--- src/rtl/operand_fetch_pkg.sv ---
// Shared opcodes, instruction field positions and opcode-class decode for operand_fetch.
package operand_fetch_pkg;

  localparam logic [5:0] OP_NOP    = 6'h00;
  localparam logic [5:0] OP_ALU    = 6'h01;
  localparam logic [5:0] OP_ALUI   = 6'h02;
  localparam logic [5:0] OP_LOAD   = 6'h03;
  localparam logic [5:0] OP_STORE  = 6'h04;
  localparam logic [5:0] OP_BRANCH = 6'h05;

  localparam int OP_LO  = 26;
  localparam int RD_LO  = 20;
  localparam int RS1_LO = 14;
  localparam int RS2_LO = 8;
  localparam int IMM_W  = 14;

  typedef struct packed {
    logic known;
    logic use1;
    logic use2;
    logic wr;
  } op_class_t;

  function automatic op_class_t decode_class(input logic [5:0] op);
    op_class_t c;
    c = '0;
    case (op)
      OP_ALU:    c = '{known: 1'b1, use1: 1'b1, use2: 1'b1, wr: 1'b1};
      OP_ALUI:   c = '{known: 1'b1, use1: 1'b1, use2: 1'b0, wr: 1'b1};
      OP_LOAD:   c = '{known: 1'b1, use1: 1'b1, use2: 1'b0, wr: 1'b1};
      OP_STORE:  c = '{known: 1'b1, use1: 1'b1, use2: 1'b1, wr: 1'b0};
      OP_BRANCH: c = '{known: 1'b1, use1: 1'b1, use2: 1'b1, wr: 1'b0};
      OP_NOP:    c = '{known: 1'b1, use1: 1'b0, use2: 1'b0, wr: 1'b0};
      default:   c = '0;
    endcase
    return c;
  endfunction

endpackage

--- src/rtl/operand_fetch_if.sv ---
// Instruction, regfile, writeback and operand-bundle signals of the issue stage.
interface operand_fetch_if #(parameter int AW = 6, parameter int DW = 32);
  logic          in_valid;
  logic          in_ready;
  logic [DW-1:0] in_instr;
  logic [AW-1:0] addr1;
  logic [AW-1:0] addr2;
  logic [DW-1:0] reg1;
  logic [DW-1:0] reg2;
  logic          wb_we;
  logic [AW-1:0] wb_wa;
  logic [DW-1:0] wb_wd;
  logic          out_valid;
  logic          out_ready;
  logic [5:0]    out_op;
  logic [AW-1:0] out_rd;
  logic [DW-1:0] out_a;
  logic [DW-1:0] out_b;
  logic [DW-1:0] out_imm;

  modport slave (
    input  in_valid, in_instr, reg1, reg2, wb_we, wb_wa, wb_wd, out_ready,
    output in_ready, addr1, addr2, out_valid, out_op, out_rd, out_a, out_b, out_imm
  );

  modport master (
    output in_valid, in_instr, reg1, reg2, wb_we, wb_wa, wb_wd, out_ready,
    input  in_ready, addr1, addr2, out_valid, out_op, out_rd, out_a, out_b, out_imm
  );
endinterface

--- src/rtl/operand_fetch_scoreboard.sv ---
// In-flight destination tracker: one busy bit per register, set beats clear on the same index.
module operand_fetch_scoreboard #(parameter int AW = 6) (
  input  logic          clk,
  input  logic          reset,
  input  logic          set_en,
  input  logic [AW-1:0] set_idx,
  input  logic          clr_en,
  input  logic [AW-1:0] clr_idx,
  input  logic [AW-1:0] q1_idx,
  input  logic [AW-1:0] q2_idx,
  input  logic [AW-1:0] qd_idx,
  output logic          q1_busy,
  output logic          q2_busy,
  output logic          qd_busy
);
  logic [(1<<AW)-1:0] busy;

  always_ff @(posedge clk or posedge reset) begin
    if (reset) begin
      busy <= '0;
    end else begin
      if (clr_en) busy[clr_idx] <= 1'b0;
      // later assignment wins, giving set priority over clear
      if (set_en) busy[set_idx] <= 1'b1;
    end
  end

  assign q1_busy = busy[q1_idx];
  assign q2_busy = busy[q2_idx];
  assign qd_busy = busy[qd_idx];
endmodule

--- src/rtl/operand_fetch.sv ---
// Issue stage: single-entry hold slot, scoreboard hazard stall, writeback forwarding,
// registered operand bundle toward execute.
module operand_fetch import operand_fetch_pkg::*; #(
  parameter int AW = 6,
  parameter int DW = 32
) (
  input  logic       clk,
  input  logic       reset,
  operand_fetch_if.slave bus
);
  logic          h_full;
  logic [DW-1:0] h_instr;

  logic [5:0]    op;
  logic [AW-1:0] rd, rs1, rs2;
  logic [DW-1:0] imm;
  op_class_t     cls;

  assign op  = h_instr[OP_LO +: 6];
  assign rd  = h_instr[RD_LO +: AW];
  assign rs1 = h_instr[RS1_LO +: AW];
  assign rs2 = h_instr[RS2_LO +: AW];
  assign imm = {{(DW-IMM_W){h_instr[IMM_W-1]}}, h_instr[IMM_W-1:0]};
  assign cls = decode_class(op);

  logic sb1, sb2, sbd;
  logic fwd1, fwd2, fwdd;
  logic hazard, issue, accept;
  logic out_valid;

  operand_fetch_scoreboard #(.AW(AW)) u_sb (
    .clk     (clk),
    .reset   (reset),
    .set_en  (issue && cls.wr),
    .set_idx (rd),
    .clr_en  (bus.wb_we),
    .clr_idx (bus.wb_wa),
    .q1_idx  (rs1),
    .q2_idx  (rs2),
    .qd_idx  (rd),
    .q1_busy (sb1),
    .q2_busy (sb2),
    .qd_busy (sbd)
  );

  // a writeback landing this cycle both forwards data and releases the stall
  assign fwd1 = bus.wb_we && (bus.wb_wa == rs1);
  assign fwd2 = bus.wb_we && (bus.wb_wa == rs2);
  assign fwdd = bus.wb_we && (bus.wb_wa == rd);

  assign hazard = (cls.use1 && sb1 && !fwd1) ||
                  (cls.use2 && sb2 && !fwd2) ||
                  (cls.wr   && sbd && !fwdd);
  assign issue  = h_full && !hazard && (!out_valid || bus.out_ready);
  assign accept = bus.in_valid && bus.in_ready;

  assign bus.in_ready = !h_full || issue;
  assign bus.addr1    = rs1;
  assign bus.addr2    = rs2;

  logic [DW-1:0] opnd_a, opnd_b;
  always_comb begin
    opnd_a = '0;
    opnd_b = '0;
    if (cls.use1) opnd_a = fwd1 ? bus.wb_wd : bus.reg1;
    if (cls.use2) opnd_b = fwd2 ? bus.wb_wd : bus.reg2;
  end

  always_ff @(posedge clk or posedge reset) begin
    if (reset) begin
      h_full  <= 1'b0;
      h_instr <= '0;
    end else if (accept) begin
      h_full  <= 1'b1;
      h_instr <= bus.in_instr;
    end else if (issue) begin
      h_full  <= 1'b0;
    end
  end

  logic [5:0]    out_op;
  logic [AW-1:0] out_rd;
  logic [DW-1:0] out_a, out_b, out_imm;

  always_ff @(posedge clk or posedge reset) begin
    if (reset) begin
      out_valid <= 1'b0;
      out_op    <= '0;
      out_rd    <= '0;
      out_a     <= '0;
      out_b     <= '0;
      out_imm   <= '0;
    end else if (issue) begin
      out_valid <= 1'b1;
      out_op    <= cls.known ? op : OP_NOP;
      out_rd    <= rd;
      out_a     <= opnd_a;
      out_b     <= opnd_b;
      out_imm   <= imm;
    end else if (bus.out_ready) begin
      out_valid <= 1'b0;
    end
  end

  assign bus.out_valid = out_valid;
  assign bus.out_op    = out_op;
  assign bus.out_rd    = out_rd;
  assign bus.out_a     = out_a;
  assign bus.out_b     = out_b;
  assign bus.out_imm   = out_imm;
endmodule
--- src/flat_wrapper.sv ---
// flat-port wrapper written by rule: the top's interface ports become plain ports
module operand_fetch_flat import operand_fetch_pkg::*;
#(
  parameter int AW = 6,
  parameter int DW = 32
)
  (clk, reset, bus_in_valid, bus_in_instr, bus_reg1, bus_reg2, bus_wb_we, bus_wb_wa, bus_wb_wd, bus_out_ready, bus_in_ready, bus_addr1, bus_addr2, bus_out_valid, bus_out_op, bus_out_rd, bus_out_a, bus_out_b, bus_out_imm);
  operand_fetch_if #(.AW(AW), .DW(DW)) bus_i ();
  input  logic clk;
  input  logic reset;
  input wire logic [$bits(bus_i.in_valid)-1:0] bus_in_valid;
  input wire logic [$bits(bus_i.in_instr)-1:0] bus_in_instr;
  input wire logic [$bits(bus_i.reg1)-1:0] bus_reg1;
  input wire logic [$bits(bus_i.reg2)-1:0] bus_reg2;
  input wire logic [$bits(bus_i.wb_we)-1:0] bus_wb_we;
  input wire logic [$bits(bus_i.wb_wa)-1:0] bus_wb_wa;
  input wire logic [$bits(bus_i.wb_wd)-1:0] bus_wb_wd;
  input wire logic [$bits(bus_i.out_ready)-1:0] bus_out_ready;
  output wire logic [$bits(bus_i.in_ready)-1:0] bus_in_ready;
  output wire logic [$bits(bus_i.addr1)-1:0] bus_addr1;
  output wire logic [$bits(bus_i.addr2)-1:0] bus_addr2;
  output wire logic [$bits(bus_i.out_valid)-1:0] bus_out_valid;
  output wire logic [$bits(bus_i.out_op)-1:0] bus_out_op;
  output wire logic [$bits(bus_i.out_rd)-1:0] bus_out_rd;
  output wire logic [$bits(bus_i.out_a)-1:0] bus_out_a;
  output wire logic [$bits(bus_i.out_b)-1:0] bus_out_b;
  output wire logic [$bits(bus_i.out_imm)-1:0] bus_out_imm;
  assign bus_i.in_valid = bus_in_valid;
  assign bus_i.in_instr = bus_in_instr;
  assign bus_i.reg1 = bus_reg1;
  assign bus_i.reg2 = bus_reg2;
  assign bus_i.wb_we = bus_wb_we;
  assign bus_i.wb_wa = bus_wb_wa;
  assign bus_i.wb_wd = bus_wb_wd;
  assign bus_i.out_ready = bus_out_ready;
  assign bus_in_ready = bus_i.in_ready;
  assign bus_addr1 = bus_i.addr1;
  assign bus_addr2 = bus_i.addr2;
  assign bus_out_valid = bus_i.out_valid;
  assign bus_out_op = bus_i.out_op;
  assign bus_out_rd = bus_i.out_rd;
  assign bus_out_a = bus_i.out_a;
  assign bus_out_b = bus_i.out_b;
  assign bus_out_imm = bus_i.out_imm;
  operand_fetch #(.AW(AW), .DW(DW)) u_core (.clk(clk), .reset(reset), .bus(bus_i));
endmodule
--- config.mk ---
export PLATFORM = sky130hd
export DESIGN_NAME = operand_fetch_flat
export DESIGN_NICKNAME = d
export VERILOG_FILES = /design/src/rtl/operand_fetch_pkg.sv /design/src/rtl/operand_fetch_if.sv /design/src/rtl/operand_fetch_scoreboard.sv /design/src/rtl/operand_fetch.sv /design/src/flat_wrapper.sv
export SDC_FILE = /design/constraint.sdc
export NUM_CORES = 1
export LEC_CHECK = 0
export CAP_MARGIN = 15
export CORE_MARGIN = 1.5
export CORE_UTILIZATION = 45
export DETAILED_ROUTE_END_ITERATION = 12
export MAX_ROUTING_LAYER = met4
export PLACE_DENSITY = 0.86
export SETUP_SLACK_MARGIN = 0.5
export SLEW_MARGIN = 20
export SYNTH_ARGS = -nofsm -noshare
export SYNTH_HDL_FRONTEND = slang
export SYNTH_SLANG_ARGS = --single-unit
--- constraint.sdc ---
create_clock -name clk -period 7.8 [get_ports clk]
set_input_delay 2.34 -clock clk [delete_from_list [all_inputs] [get_ports clk]]
set_output_delay 2.34 -clock clk [all_outputs]
set_load 0.1 [all_outputs]
# [Word level (Yosys, flattened, before mapping)]
# Cells that the tools add are included.
[word_totals] regBits=188 in_bits=139 output_inout_bits=122 elab_cells=78
[op_classes] magnitude_cmp=6 eq_ne=8 mux=22 bitwise_logic=3 n_reduce_logical=30
[op_table] operator="2-to-1 mux 32 bit" n=4
[op_table] operator="2-to-1 mux 64 bit" n=2
[op_table] operator="bitwise AND 64 bit" n=1
[op_table] operator="NOT 64 bit" n=1
[op_table] operator="OR 64 bit" n=1
[op_table] operator="< comparator 6 x 7 -> 1 bit (second input constant)" n=4
[op_table] operator="binary-select mux 1 bit (select 6 bit)" n=3
[op_table] operator="== test 6 bit" n=3
[op_table] operator="one-hot mux 4 bit (4 select lines)" n=1
[op_table] operator="logical AND 1 bit" n=15
[op_table] operator="demux 1 bit (select 6 bit)" n=2
[op_table] operator="== test 6 x 2 -> 1 bit (second input constant)" n=2
[op_table] operator="== test 6 x 3 -> 1 bit (second input constant)" n=2
[op_table] operator=">= comparator 6 x 1 -> 1 bit (second input constant)" n=2
[op_table] operator="2-to-1 mux 1 bit" n=9
[op_table] operator="== test 6 x 1 -> 1 bit (second input constant)" n=1
[op_table] operator="logical NOT 1 bit" n=6
[op_table] operator="logical NOT 6 bit" n=1
[op_table] operator="2-to-1 mux 6 bit" n=1
[op_table] operator="logical OR 1 bit" n=4
[op_table] operator="nonzero test 2 bit" n=2
[op_table] operator="OR reduction 2 bit" n=2

# [Longest topological paths before layout]
[depth] ltp_word=13 mapped_depth=13 ltp_nobuf=8

# [Cells and area by module]
# A second synthesis with hierarchy kept.
[hier_totals] hier_cells=883 area_unflattened_um2=10520.1
[modules_own_cells] module="operand_fetch" n_inst=1 cells_per_inst=502 area_each_um2=6318.6 seq_area_each_um2=3103.0
[modules_own_cells] module="operand_fetch_scoreboard" n_inst=1 cells_per_inst=381 area_each_um2=4201.5 seq_area_each_um2=1601.5

# [Least setup slack after synthesis]
# No wires, ideal clock.
[synth_timing] path_kind="input -> output" startpoint="input port bus_wb_wa[0]" endpoint="output port bus_in_ready" t_arrival_ps=4855 t_required_ps=5460 setup_slack_ps=605 cell_stages=7 n_path_buf=1 path_cell_list="clkbuf_1 > xnor2_1 > nand4_1 > nor4_2 > a2111oi_0 > a22o_1 > o41ai_4"
[synth_between] elab_chain_cells=10 word_cells_on_any_way=18 classes_between="eq/ne (3); reduce/logical (15)"
[synth_rtl] item="start: declaration" line_no="flat_wrapper.sv:16" source="input wire logic [$bits(bus_i.wb_wa)-1:0] bus_wb_wa;"
[synth_rtl] item="== test 6 bit, on equally long branches" line_no="operand_fetch.sv:47, operand_fetch.sv:48"
[synth_rtl] item="logical AND 1 bit, on equally long branches" line_no="operand_fetch.sv:47, operand_fetch.sv:48"
[synth_rtl] item="logical NOT 1 bit, on equally long branches" line_no="operand_fetch.sv:51, operand_fetch.sv:52"
[synth_rtl] item="logical AND 1 bit, on equally long branches" line_no="operand_fetch.sv:51, operand_fetch.sv:52"
[synth_rtl] item="logical OR 1 bit" line_no="operand_fetch.sv:51" source="assign hazard = (cls.use1 && sb1 && !fwd1) ||"
[synth_rtl] item="logical OR 1 bit *" line_no="operand_fetch.sv:52" source="(cls.use2 && sb2 && !fwd2) ||"
[synth_rtl] item="logical NOT 1 bit *" line_no="operand_fetch.sv:54" source="assign issue = h_full && !hazard && (!out_valid || bus.out_ready);"
[synth_rtl] item="logical AND 1 bit * (2 in a row)" line_no="operand_fetch.sv:54"
[synth_rtl] item="logical OR 1 bit *" line_no="operand_fetch.sv:57" source="assign bus.in_ready = !h_full || issue;"
[synth_rtl] item="end: declaration" line_no="flat_wrapper.sv:19" source="output wire logic [$bits(bus_i.in_ready)-1:0] bus_in_ready;"
# Mark *: on every way between the ends. The rest lies on a longest branch, timed or not.

# [Worst setup path after layout]
[layout_timing] startpoint="input port bus_wb_wa[5]" endpoint="output port bus_in_ready"
# The elaborated chain is that of the path after synthesis.

==> flow_summary.json <==
{
  "cts.path.max_buffers": 2,
  "layout_commonest_cell": "clkdlybuf4s50_1",
  "crit_path_end_kind": "output port",
  "cts_hold_buf": 0,
  "power.density_mw_per_mm2": 339.8,
  "start_kind": "primary input",
  "grt_usage_pct": 27.00,
  "final_hold_viol_count": 0,
  "hpwlAfterDp_mm": 22.22,
  "crit_family": "buffers and inverters",
  "r2r_cells": 10,
  "grt_pass1_wl_mm": 48.29,
  "syn-num-nets": 1036,
  "cp_slowest_stage_delay_ps": 600,
  "power.leakage_nw": 5.727,
  "place.port_buffers": 260,
  "vias_per_cell": 5.952,
  "crit_cells": 7,
  "dieHeight_um": 156.0,
  "rows": 55,
  "period_minus_slack_ps": 7194,
  "numClockSinks": 188,
  "critPathSlowestCell": "clkdlybuf4s50_1",
  "worstSetupPathType": "primary input to output port",
  "dieArea_mm2": 0.02434,
  "fillCellCount": 1781,
  "slew_headroom_pct": 25.74,
  "routed_wl_mm": 32.19,
  "yosysWarnings": 0,
  "clkLatencyLatePin_ps": 450,
  "ys_ff_latch": 188,
  "ios": 261,
  "drive_gt1_share_pct": 12.57,
  "via_count": 8446,
  "rsz0062_at_grt": "false",
  "total_power_mw": 4.681,
  "dr.first_iter.drc_count": 906,
  "ir_worst_vdd_uv": 359.2,
  "cts_tree": "built",
  "route.detailed.drc": 0,
  "status": "completed",
  "fp.dieW_um": 156.0,
  "mostFrequentLayoutCells": "259 x clkdlybuf4s50_1, 187 x dfrtp_1, 133 x o21ai_0, 97 x mux2i_1, 81 x mux2_1",
  "min_path_cells": 1,
  "setup_tns_ps": 0,
  "fmax_mhz": 139.0,
  "critPathBufInv": 2,
  "cts_made_buffers": 17,
  "cts_setup_buffers": 0,
  "root_buffer": "clkbuf_16",
  "cap_viol_max_count": 0,
  "crit_chain": "clkdlybuf4s50_1, xor2_1, or4_1, nand4_1, nor4_2, o41ai_4, buf_12",
  "nNetsFinal": 1232,
  "arrival_ps": 4850,
  "synthArstFlopShare_pct": 100.0,
  "hold_path.class": "flop to flop",
  "period_share_pct": 92.23,
  "drtPass1Iterations": 6,
  "n_antenna_cell": 0,
  "finalSetupViolations": 0,
  "grt_start_max_net_pins": 189,
  "antenna_found_initial": 0,
  "synthesis.area_mm2": 0.01054,
  "grt_pass1_vias": 8366,
  "synth.avg_cell_area_um2": 11.75,
  "start_util_pct": 46.26,
  "ys_types": 57,
  "core_area_mm2": 0.02278,
  "routedWlPerCell_um": 22.68,
  "htree_levels": 4,
  "path_clk_slew_ps": 80,
  "gp_congestion": 0.9474,
  "worst_pin_slew_ps": 1110,
  "synth_top_flop_cell": "dfrtp_1",
  "drv_slew": 0,
  "synthToLayoutAreaGrowth_pct": 30.72,
  "critical_path_required_ps": 5460,
  "grt-ovfl-total": 0,
  "syn_inst": 897,
  "ant_nets": 0,
  "seq_area_frac_synth_pct": 44.64,
  "synth_enable_flop_cells": 0,
  "timing.critical_path.fanout_max": 11,
  "fin_worst_skew_ps": 19.58
}
[synth_stat cells (2+ instances only)]
| library cell | number | share of area [%] |
|---|---|---|
| dfrtp_1 | 188 | 45 |
| o21ai_0 | 133 | 6.3 |
| mux2i_1 | 97 | 9.2 |
| mux2_1 | 81 | 8.7 |
| nor2_1 | 77 | 2.7 |
| mux4_2 | 35 | 7.5 |
| buf_4 | 34 | 2.4 |
| clkbuf_1 | 32 | 1.1 |
| mux2_4 | 30 | 4.3 |
| nand2_1 | 19 | 0.68 |
| nand3_1 | 14 | 0.66 |
| buf_6 | 13 | 1.4 |
| nor2b_1 | 11 | 0.65 |
| buf_2 | 10 | 0.47 |
| mux2_2 | 10 | 1.1 |
| xnor2_1 | 9 | 0.75 |
| xor2_1 | 9 | 0.75 |
| nand3b_1 | 8 | 0.57 |
| a22o_1 | 6 | 0.50 |
| buf_1 | 6 | 0.21 |
| inv_1 | 6 | 0.21 |
| a22oi_1 | 5 | 0.36 |
| nand2b_1 | 5 | 0.30 |
| nand4_1 | 5 | 0.30 |
| and3_1 | 4 | 0.24 |
| a2111oi_0 | 3 | 0.25 |
| nor3_1 | 3 | 0.14 |
| or2_2 | 3 | 0.18 |
| or3_1 | 3 | 0.18 |
| a21oi_1 | 2 | 0.095 |
| a31oi_1 | 2 | 0.12 |
| a32oi_1 | 2 | 0.17 |
| nor3b_1 | 2 | 0.14 |
| nor4_1 | 2 | 0.12 |
| nor4_2 | 2 | 0.24 |
| o211ai_1 | 2 | 0.14 |
| o221ai_1 | 2 | 0.17 |
| o22ai_1 | 2 | 0.12 |
| or3b_2 | 2 | 0.17 |
[layer usage]
metal / vias to the layer above / share of wire, % / GRT usage (%)
li1: 3638 / - / -
met3: 116 / 9.1 / 4.833
met5: - / 0 / -
met4: 0 / 4.1 / 12.88
met1: 4145 / 39 / 34.47
met2: 547 / 47 / 41.76
[cell families after synthesis]
logic type,share of synthesized area (%)
muxes,30.69
and+or+nand+nor,8.229
buffers and inverters,5.854
xor gates and xnor gates,1.496
DFF,44.64
AOI/OAI and AO/OA,9.083
[worst reg2reg max path, cell delays in order (launching register included)]
cell	delay [ps]
dfrtp_1	910
buf_4	400
mux4_2	550
mux2_2	280
nand2_1	70
a32oi_1	120
a22o_1	330
nor4_4	330
buf_4	810
nand3_2	270
o21ai_0	250
[area by class of cell]
| type | instances | area (um^2) | share of cell area (%) |
|---|---|---|---|
| multi-input combinational | 608 | 5263 | 38.21 |
| tap | 313 | 391.6 | 2.843 |
| inverter | 6 | 26.28 | 0.1908 |
| timing repair buffer | 272 | 2735 | 19.86 |
| clock inverter | 15 | 227.7 | 1.653 |
| clock buffer | 17 | 425.4 | 3.088 |
| sequential | 188 | 4706 | 34.16 |
[registers in the layout, indices dropped and copies added (netlist names)]
register and cells:
u_core.bus.out_a 32, u_core.bus.out_b 32, u_core.bus.out_imm 14, u_core.bus.out_op 6, u_core.bus.out_rd 6, u_core.bus.out_valid 1, u_core.h_full 1, u_core.h_instr 32
u_core.u_sb.busy 64
[metrics by stage]
step	hold slack (ps)	setup slack, ps	instances	instance area, um^2	util, %
floorplan	464.5	604.5	897	10540	-
global placement	466.7	624.0	1386	13080	57.43
detailed placement	473.7	575.2	1386	13090	57.45
CTS	492.0	565.7	1418	13740	60.32
global route	499.5	540.6	1419	13770	60.47
finish	488.2	606.2	1419	13770	60.47
[final timing paths]
path / startpoint / to / slack (ps)
max in group asynchronous: reset / u_core.bus.out_b[1] / 4450
min reg2reg: u_core.bus.out_b[2] / u_core.bus.out_b[2] / 490
max reg2reg: u_core.h_instr[10] / u_core.u_sb.busy[63] / 3400
min in group asynchronous: reset / u_core.u_sb.busy[8] / 2310
min: u_core.bus.out_b[2] / u_core.bus.out_b[2] / 490
max: bus_wb_wa[5] / bus_in_ready / 610
[where the power goes]
part	switching (mW)	leakage (nW)	internal, mW
sequential	0.230	2.49	1.14
clock	0.466	0.314	0.478
combinational	1.70	2.92	0.672
[what timing repair did]
action,4_1_cts,5_1_grt
setup endpoints to repair,0,1
hold endpoints to repair,0,0
resized for setup,0,1
Note: power is estimated with default switching activity, not from simulation.
